[src/rtl/pipe_ctrl.sv]
// Pipeline controller: arbitrates the shared memory port between IF and MEM,
// and derives per-register stall/flush strobes plus a stall-cycle counter.
module pipe_ctrl #(
  parameter int CNT_W = 32
) (
  input  logic             clk,
  input  logic             rst,
  input  logic             if_req,
  input  logic [31:0]      if_addr,
  input  logic             mem_req,
  input  logic [31:0]      mem_addr,
  input  logic             mem_wr,
  input  logic             port_done,
  output logic             port_req,
  output logic [31:0]      port_addr,
  output logic             port_wr,
  output logic             port_owner,
  output logic             if_done,
  output logic             mem_done,
  input  logic             id_hz,
  input  logic             br_e,
  input  logic [31:0]      br_pc,
  output logic             pc_re,
  output logic [31:0]      pc_rt,
  output logic [4:0]       stl,
  output logic [1:0]       flush,
  output logic [CNT_W-1:0] stall_cnt
);

  typedef enum logic [1:0] {IDLE, IF_BUSY, MEM_BUSY} state_e;

  typedef struct packed {
    logic        req;
    logic [31:0] addr;
    logic        wr;
    logic        owner;
  } port_t;

  localparam logic [4:0] STL_MEM  = 5'b01111;
  localparam logic [4:0] STL_LU   = 5'b00011;
  localparam logic [4:0] STL_PC   = 5'b00001;
  localparam logic       OWN_IF   = 1'b0;
  localparam logic       OWN_MEM  = 1'b1;

  state_e            state_q, state_d;
  port_t             port_q, port_d;
  logic              pend_q, pend_d;
  logic [31:0]       pend_pc_q, pend_pc_d;
  logic [CNT_W-1:0]  cnt_q, cnt_d;

  logic              mem_wait, if_busy;
  logic [31:0]       redir_tgt;

  always_ff @(posedge clk or negedge rst) begin
    if (!rst) begin
      state_q   <= IDLE;
      port_q    <= '0;
      pend_q    <= 1'b0;
      pend_pc_q <= '0;
      cnt_q     <= '0;
    end else begin
      state_q   <= state_d;
      port_q    <= port_d;
      pend_q    <= pend_d;
      pend_pc_q <= pend_pc_d;
      cnt_q     <= cnt_d;
    end
  end

  // Arbiter: MEM wins in IDLE; a grant is registered so port_req rises next cycle.
  always_comb begin
    state_d  = state_q;
    port_d   = port_q;
    if_done  = 1'b0;
    mem_done = 1'b0;
    case (state_q)
      IDLE: begin
        if (mem_req) begin
          state_d      = MEM_BUSY;
          port_d.req   = 1'b1;
          port_d.addr  = mem_addr;
          port_d.wr    = mem_wr;
          port_d.owner = OWN_MEM;
        end else if (if_req) begin
          state_d      = IF_BUSY;
          port_d.req   = 1'b1;
          port_d.addr  = if_addr;
          port_d.wr    = 1'b0;
          port_d.owner = OWN_IF;
        end
      end
      IF_BUSY: begin
        if (port_done) begin
          if_done    = 1'b1;
          state_d    = IDLE;
          port_d.req = 1'b0;
        end
      end
      MEM_BUSY: begin
        if (port_done) begin
          mem_done   = 1'b1;
          state_d    = IDLE;
          port_d.req = 1'b0;
        end
      end
      default: state_d = IDLE;
    endcase
  end

  assign mem_wait  = mem_req && !mem_done;
  assign if_busy   = (state_q == IF_BUSY);
  // A fresh branch in the same cycle overrides any older pending target.
  assign redir_tgt = br_e ? br_pc : pend_pc_q;

  always_comb begin
    stl       = '0;
    flush     = '0;
    pc_re     = 1'b0;
    pc_rt     = '0;
    pend_d    = pend_q;
    pend_pc_d = pend_pc_q;
    if (!rst) begin
      flush = 2'b11;
    end else if (mem_wait) begin
      stl = STL_MEM;
    end else if (id_hz) begin
      stl   = STL_LU;
      flush = 2'b10;
    end else if (pend_q || (br_e && if_busy)) begin
      // Issue once the fetch drains; a pending target left over after the
      // fetch ended under a higher-priority stall issues at the first chance.
      if (if_done || !if_busy) begin
        pc_re  = 1'b1;
        pc_rt  = redir_tgt;
        flush  = 2'b01;
        pend_d = 1'b0;
      end else begin
        stl       = STL_PC;
        flush     = 2'b01;
        pend_d    = 1'b1;
        pend_pc_d = redir_tgt;
      end
    end else if (br_e) begin
      pc_re = 1'b1;
      pc_rt = br_pc;
      flush = 2'b01;
    end else if (if_req && !if_done) begin
      stl   = STL_PC;
      flush = 2'b01;
    end
  end

  assign cnt_d = (stl != '0) ? cnt_q + CNT_W'(1) : cnt_q;

  assign port_req   = port_q.req;
  assign port_addr  = port_q.addr;
  assign port_wr    = port_q.wr;
  assign port_owner = port_q.owner;
  assign stall_cnt  = cnt_q;

endmodule

[config.mk]
export PLATFORM = sky130hd
export DESIGN_NAME = pipe_ctrl
export DESIGN_NICKNAME = d
export VERILOG_FILES = /design/src/rtl/pipe_ctrl.sv
export SDC_FILE = /design/constraint.sdc
export NUM_CORES = 1
export LEC_CHECK = 0
export CAP_MARGIN = 10
export CORE_MARGIN = 1
export CORE_UTILIZATION = 44
export CTS_CLUSTER_DIAMETER = 40
export DETAILED_ROUTE_END_ITERATION = 8
export PLACE_DENSITY = 0.82
export SETUP_SLACK_MARGIN = 0.02
export SKIP_CTS_REPAIR_TIMING = 1
export SLEW_MARGIN = 20
export SYNTH_ARGS = -nofsm -noshare
export SYNTH_HDL_FRONTEND = slang
export SYNTH_SLANG_ARGS = --single-unit
[constraint.sdc]
create_clock -name clk -period 2.1 [get_ports clk]
set_input_delay 0.315 -clock clk [delete_from_list [all_inputs] [get_ports clk]]
set_output_delay 0.315 -clock clk [all_outputs]
set_load 0.03 [all_outputs]
# After elaboration in Yosys (flattened, before gate mapping)
# Cells that the tools add are included.
dict set report totals {
  register_bits 102
  inputBits 104
  output_inout_bits 109
  elab_cells 72
}
dict set report classes {
  n_addsub 1
  eq_ne 4
  n_mux 38
  bitwise 3
  reduce_logical 18
}
# op n
set ops {}
lappend ops {{2-to-1 mux 32 bit} 7}
lappend ops {{2-to-1 mux 35 bit} 2}
lappend ops {{adder 32 x 1 -> 32 bit, second input constant} 1}
lappend ops {{2-to-1 mux 5 bit} 4}
lappend ops {{2-to-1 mux 1 bit} 17}
lappend ops {{2-to-1 mux 2 bit} 6}
lappend ops {{AND reduction 5 bit} 1}
lappend ops {{nonzero test 5 bit} 1}
lappend ops {{case mux 2 bit (2 select lines)} 1}
lappend ops {{AND reduction 2 bit} 2}
lappend ops {{AND reduction 4 bit} 1}
lappend ops {{nonzero test 2 bit} 2}
lappend ops {{logical AND 1 bit} 3}
lappend ops {{zero test 1 bit} 3}
lappend ops {{!= test 3 bit, second input constant} 1}
lappend ops {{NOT 1 bit} 3}
lappend ops {{AND reduction 3 bit} 1}
lappend ops {{equality test 2 x 1 -> 1 bit, second input constant} 1}
lappend ops {{equality test 2 bit, second input constant} 1}
lappend ops {{zero test 2 bit} 1}
lappend ops {{logical OR 1 bit} 2}
lappend ops {{!= test 2 x 1 -> 1 bit, second input constant} 1}
lappend ops {{case mux 1 bit (2 select lines)} 1}
lappend ops {{OR reduction 2 bit} 1}

# Logic depth before layout (Yosys ltp)
# Gate-level depths: netlist of run 1.
dict set report logic_depth {
  depth_word 11
  mapped_depth 8
  mapped_depth_nobuf 6
}

# Worst setup path before layout of run 1
# OpenSTA, ideal clock, no wires.
dict set report synth_path {
  kind {register to output}
  start {reg state_q[0]}
  end {out pc_rt[10]}
  arrival_time_ns 1.768
  required_ns 1.785
  path_slack_ns 0.017
  path_stages_with_launch 8
  n_path_buf 1
  cell_sequence {dfrtp_1 inv_1 ha_1 a21boi_4 nor3b_2 o21ai_1 clkbuf_1 nor2_1}
}
dict set report synth_via {
  elab_chain_len 8
  elab_cells_between_ends 15
  classes_between {2 x eq/ne; 7 x mux; 6 x reduce/logical}
}
# item line
set synth_rtl {}
lappend synth_rtl {{start: declaration} 45} ;# state_e state_q, state_d;
lappend synth_rtl {{start signal: assignment} 62} ;# state_q <= state_d;
lappend synth_rtl {{equality test 2 x 1 -> 1 bit} {76, 111}}
lappend synth_rtl {{2-to-1 mux 1 bit / zero test 1 bit (equally long branches)} {76, 132}}
lappend synth_rtl {{logical OR 1 bit} 132} ;# if (if_done || !if_busy) begin
lappend synth_rtl {{2-to-1 mux 32 bit} 132}
lappend synth_rtl {{2-to-1 mux 32 bit} 129} ;# end else if (pend_q || (br_e && if_busy)) begin
lappend synth_rtl {{2-to-1 mux 32 bit} 126} ;# end else if (id_hz) begin
lappend synth_rtl {{2-to-1 mux 32 bit *} 124} ;# end else if (mem_wait) begin
lappend synth_rtl {{2-to-1 mux 32 bit *} 122} ;# if (!rst) begin
lappend synth_rtl {{end: declaration} 24} ;# output logic [31:0] pc_rt,
# Mark *: on every way between the ends. The rest lies on a longest branch, timed or not.

# Final worst setup path of run 1
dict set report layout_path {
  start {reg state_q[0]}
  end {out pc_rt[3]}
}
# Same word-level chain as after synthesis.

==> results.ini, run 1 <==
[status]
status = finished with violations
violations = setup timing

[synthesis]
syn-mean-instance-area_um2 = 10.9
ys.flop_type = dfrtp_1
yosysSeqAreaShare = 0.491
asyncSetResetFlopFracSynth = 1.00
yosys_warnings = 0
syn_inst = 479
ys_seq_elements = 102
synth_edf_count = 0
ys_top_cells_by_area = dfrtp_1 (49%), mux2_2 (6.3%), mux2i_1 (6.2%), a22oi_1 (4.6%), xor2_1 (4.2%)
yosysUniqueCellTypes = 45
syn_nets = 587
syn_area_um2 = 5200
post-synth-top-area-cell = dfrtp_1
synth_top_area_frac = 0.491

[worst_setup_path]
crit_path_start_kind = flop
worstPathArrival_ps = 1980
cp-startpoint = state_q[0]
reg2reg_depth = 8
cp_max_fo = 8
cpPeakStageDelay_ps = 400
crit_family = buffers and inverters
crit_type = flop to output pin
path_cells = inv_2 -> ha_4 -> a21boi_4 -> nor3b_4 -> o21ai_4 -> buf_6 -> nor2_1 -> buf_4
critical-path-slowest-cell = dfrtp_1
crit_required_ps = 1780
r2r-end = pend_pc_q[12]
rrSetupSlack_ps = -80
path_buf_inv = 3
endpoint_kind = output pin
cp_num_cells = 8
r2r_start = state_q[0]
crit_end = pc_rt[3]

[pwr]
switching_share = 0.381
p_per_area_nw_per_um2 = 1070
p_sw_w = 0.00343
power_frac_seq = 0.349
comb_power_share = 0.446
leakagePower_nw = 3.72
p_int_w = 0.00559
peakVddDrop_mv = 0.741
clkPwrFrac = 0.206

[sta]
post-route-min-period_ps = 2300
hold_ws_ps = 19.5
setup_viol = 68
setup_tns_ps = -6620
fmax_mhz = 435
fin_ws_ps = -199
skew_ps = 7.94
tightest_slew_ps = 593
hold_viol_final = 0
rsz0062_at_grt = yes
slew_headroom = 0.604
fin_crit_sh = 1.09
slew_violations = 0

[global_route]
grt-ovfl-total = 0
grt_pass1_wl_um = 23000
grt_max_degree = 66
antenna_found_initial = 1
grt_usage = 0.233
first_global_vias = 4724

[final_layout]
num-fill-cells = 757
mostFrequentLayoutCells = clkdlybuf4s50_1 (167), dfrtp_1 (102), nand2_1 (47)
layout_commonest_cell = clkdlybuf4s50_1
finalCoreUtilization = 0.736
layout-drive-gt1-share = 0.264
syn_to_final_growth_pct = 62.3
final_nets = 820

[clock_tree]
htree_levels = 3
clock_latency_ps = 340
cts_sinks = 102
cts_root_buffer = clkbuf_16
cts_tree = done
cts_buffer_depth = 2
numCtsBuffers = 9
path_clk_slew_ps = 70

[place]
dpl.hpwl_um = 10600
dpl_worst_slack_ps = -187
place_congestion = 0.802
io_buffer_count = 211

[floorplanning]
die_h_um = 111
dieWidth_um = 111
rows = 39
start_util = 0.453
die-area_um2 = 12300
coreArea_um2 = 11500
boundaryPins = 213

[route]
antenna_left = 0
vias_per_cell = 5.47
routedWlPerCell_um = 18.1
wirelength_um = 15600
drtPass1Iterations = 4
drt_iter0_drc = 251
post-route-drc-count = 0
vias = 4708

[worst_hold_path]
holdCritPathClass = input port to asynchronous set/reset pin

[flow_run]
drv_cap = 0

==> Yosys cell counts (2+ instances only) <==
master and instances:
o21ai_0 37, buf_4 7, mux2_1 4, and3_1 2
and4_1 4, a2111oi_2 6, xnor2_1 6, and2_1 5
nor2b_1 2, nand4_1 4, buf_2 5, nand2b_1 2
ha_1 4, a2111oi_0 5, xor2_1 25, o31ai_1 2
a21oi_1 6, a22oi_1 32, dfrtp_1 102, o211ai_1 2
mux2_2 29, inv_1 13, nor2_1 33, o21ai_1 2
a32o_1 2, a2111oi_4 2, clkbuf_1 18, a211oi_1 12
buf_1 3, nand3_1 8, a21boi_0 3, mux2i_1 32
nand2_1 48
==> registers in the layout, summed over array words and instances (netlist names) <==
name	cells
port_owner	1
pend_q	1
pend_pc_q	32
port_wr	1
stall_cnt	32
state_q	2
port_req	1
port_addr	32
==> power groups by stage <==
stage	clock (W)	sequential, W	combinational (W)
global placement	0	0.00311	0.00362
global route	0.00195	0.00322	0.00429
CTS	0.00188	0.00312	0.00374
finish	0.00185	0.00314	0.00402
floorplan	0	0.00389	0.00124
detailed placement	0	0.00315	0.00372
==> cell type report <==
type                    count  area (um^2)  share of cell area
multi-input cells         330         2720               0.322
repair buffers            256         2600               0.308
flip-flops and latches    102         2550               0.303
clock buffers              13          270              0.0320
well taps                 143          179              0.0212
clock inverters             3         65.1             0.00771
inverters                  13         48.8             0.00578
diodes                      1         2.50            0.000297
==> stage by stage <==
stage | cells | cell area, um^2 | power (W)
3_5_place_dp | 830 | 7540 | 0.00687
3_3_place_gp | 830 | 7540 | 0.00673
6_report | 861 | 8440 | 0.00902
5_1_grt | 861 | 8440 | 0.00946
4_1_cts | 846 | 7880 | 0.00874
2_1_floorplan | 479 | 5200 | 0.00513
==> cells by family (layout without fill, tap and decap cells) <==
group,count (synthesis),in the layout,synth area share
flops,102,102,0.491
simple gates,114,114,0.105
compound gates,115,115,0.166
xor+xnor,31,31,0.0522
mux,65,65,0.133
buf+inv,47,285,0.0416
other cells,1,2,0.000722
fa+ha+maj,4,4,0.00963
==> how the worst min path moves through the flow <==
stage	slack [ps]	startpoint	endpoint
floorplan	20	rst	pend_pc_q[0]
global placement	360	rst	pend_q
detailed placement	360	rst	pend_q
CTS	2	rst	pend_pc_q[10]
global route	30	rst	pend_pc_q[4]
finish	20	rst	pend_pc_q[4]
==> routing by layer <==
layer | global-route usage | wire length (um) | vias to the layer above | part of all wire
met2 | 0.412 | 8120 | 189 | 0.52
met1 | 0.275 | 6240 | 2315 | 0.40
li1 | - | - | 2181 | -
met5 | 0 | 0 | - | 0
met4 | 0.0933 | 345 | 0 | 0.022
met3 | 0.0498 | 864 | 23 | 0.055
Note: power is estimated with default switching activity, not from simulation.
==> inputs of run 2 (changes only) <==
CORE_UTILIZATION = 60   (was 44)
DONT_BUFFER_PORTS = 1   (was not set)
PLACE_DENSITY = 0.76   (was 0.82)
clock period = 2.26 ns   (was 2.1 ns; I/O delays follow)
==> run 2 against run 1 <==
Effect of this change: register-to-register slack gained 240 ps; sequential power grew 13%; clock skew grew 5.7 ps; critical endpoint is now pc_rt[21]; core utilization grew 0.15 points; power shrank 28%; final cell count shrank 26%; clock-buffer cell count shrank 3; setup slack gained 160 ps; worst hold slack lost 360 ps; the run ends with hold timing, setup timing left; global-route usage grew 0.73 points; combinational power shrank 54%.
==> results.ini, run 2 (same netlist as run 1, synthesis figures left out) <==
[status]
status = finished with violations
violations = hold timing, setup timing

[floorplanning]
start_util = 0.626
die_h_um = 95.1
coreArea_um2 = 8300
rows = 33
die-area_um2 = 9040
boundaryPins = 213
dieWidth_um = 95.1

[worst_setup_path]
cp_max_fo = 8
worstPathArrival_ps = 1960
r2r-end = stall_cnt[17]
crit_type = flop to output pin
path_cells = inv_1 -> ha_2 -> nand2b_1 -> o21ai_4 -> clkbuf_16 -> nor2_1 -> buf_4
rrSetupSlack_ps = 160
crit_path_start_kind = flop
critical-path-slowest-cell = dfrtp_1
cpPeakStageDelay_ps = 430
endpoint_kind = output pin
reg2reg_depth = 7
r2r_start = state_q[1]
crit_required_ps = 1920

[final_layout]
syn_to_final_growth_pct = 17.7
final_nets = 636
num-fill-cells = 559
layout-drive-gt1-share = 0.276
antenna_cells = 0
seq_area_um2 = 2550
stdcell_count = 637
mostFrequentLayoutCells = dfrtp_1 (102), buf_4 (56), nand2_1 (48)
multiInputGateArea_um2 = 2550
final_area_um2 = 6120
layout_commonest_cell = dfrtp_1
finalCoreUtilization = 0.737

[place]
dpl_worst_slack_ps = 170
placed_cell_area_um2 = 5680
io_buffer_count = 0
dpl.hpwl_um = 7960
place_congestion = 0.785
dp_cells = 611

[clock_tree]
cts_tree = done
cts_root_buffer = clkbuf_8
htree_levels = 3
cts_sinks = 102
numCtsBuffers = 9
clock_latency_ps = 360
path_clk_slew_ps = 90
cts_buffer_depth = 2

[sta]
post-route-min-period_ps = 2300
tightest_slew_ps = 604
skew_ps = 13.6
setup_viol = 29
rsz0062_at_grt = yes
fmax_mhz = 434
slew_headroom = 0.596
fin_ws_ps = -43.0
fin_crit_sh = 1.02
slew_violations = 0
hold_viol_final = 102
hold_ws_ps = -337

[flow_run]
drv_cap = 0

[global_route]
first_global_vias = 3603
grt_max_degree = 110
grt-ovfl-total = 0
grt_usage = 0.240
grt_pass1_wl_um = 16800
antenna_found_initial = 0

[pwr]
peakVddDrop_mv = 0.638
leakagePower_nw = 2.85
p_per_area_nw_per_um2 = 1070

[worst_hold_path]
holdCritPathClass = input port to asynchronous set/reset pin

[route]
drtPass1Iterations = 4
drt_iter0_drc = 136
vias_per_cell = 6.08
antenna_left = 0
wirelength_um = 11700
vias = 3870
routedWlPerCell_um = 18.4
post-route-drc-count = 0

run 2: cell count changes in the layout (fill, tap and decap cells not counted), sizes merged:
cell	delta
dlymetal6s2s	-1
clkbuf	-5
clkinvlp	+1
diode	-1
bufinv	-1
inv	+1
clkinv	+1
clkdlybuf4s50	-167
buf	-14
run 2: metrics by stage:
stage                     hold slack [ps]  power [W]  TNS [ps]
after floorplan                      43.4    0.00477         0
after global placement               46.2    0.00521         0
after detailed placement             45.5    0.00532         0
after CTS                            -356    0.00644     -5930
after global routing                 -358    0.00689     -3740
final                                -337    0.00652      -388
run 2: worst max-delay path by stage:
| stage | from | endpoint | slack [ps] | cells after the start |
|---|---|---|---|---|
| after floorplan | state_q[0] | pc_rt[10] | 150 | 7 |
| after global placement | state_q[1] | stall_cnt[25] | 210 | 7 |
| after detailed placement | state_q[0] | stall_cnt[31] | 170 | 7 |
| after CTS | state_q[0] | pc_rt[6] | -210 | 8 |
| after global routing | state_q[0] | pc_rt[0] | -140 | 8 |
| final | state_q[1] | pc_rt[21] | -40 | 7 |
run 2: routing by layer:
metal | global-route usage | share of wire | routed length, um
met1 | 0.287 | 0.40 | 4660
met2 | 0.398 | 0.49 | 5760
met3 | 0.0821 | 0.088 | 1020
met4 | 0.0960 | 0.021 | 246
met5 | 0 | 0 | 0
run 2: worst max-delay path, delay by kind of cell (launching register included):
kind / cells / cell delay [ps]
fa+ha+maj: 1 / 260
simple gates: 2 / 180
buf+inv: 3 / 500
compound gates: 1 / 230
flops: 1 / 430
run 2: cell type report:
class                      instances  share of cell area
sequential                       102               0.417
clock inverter                     5             0.00982
inverter                          13             0.00798
tap                              105              0.0215
timing repair buffer              72               0.106
clock buffer                      10              0.0209
multi-input combinational        330               0.417
run 2: power breakdown:
part           switching, W  internal, W  total, W
clock              0.000614     0.000511   0.00113
sequential          0.00110      0.00244   0.00354
combinational       0.00108     0.000787   0.00186
total               0.00279      0.00374   0.00652
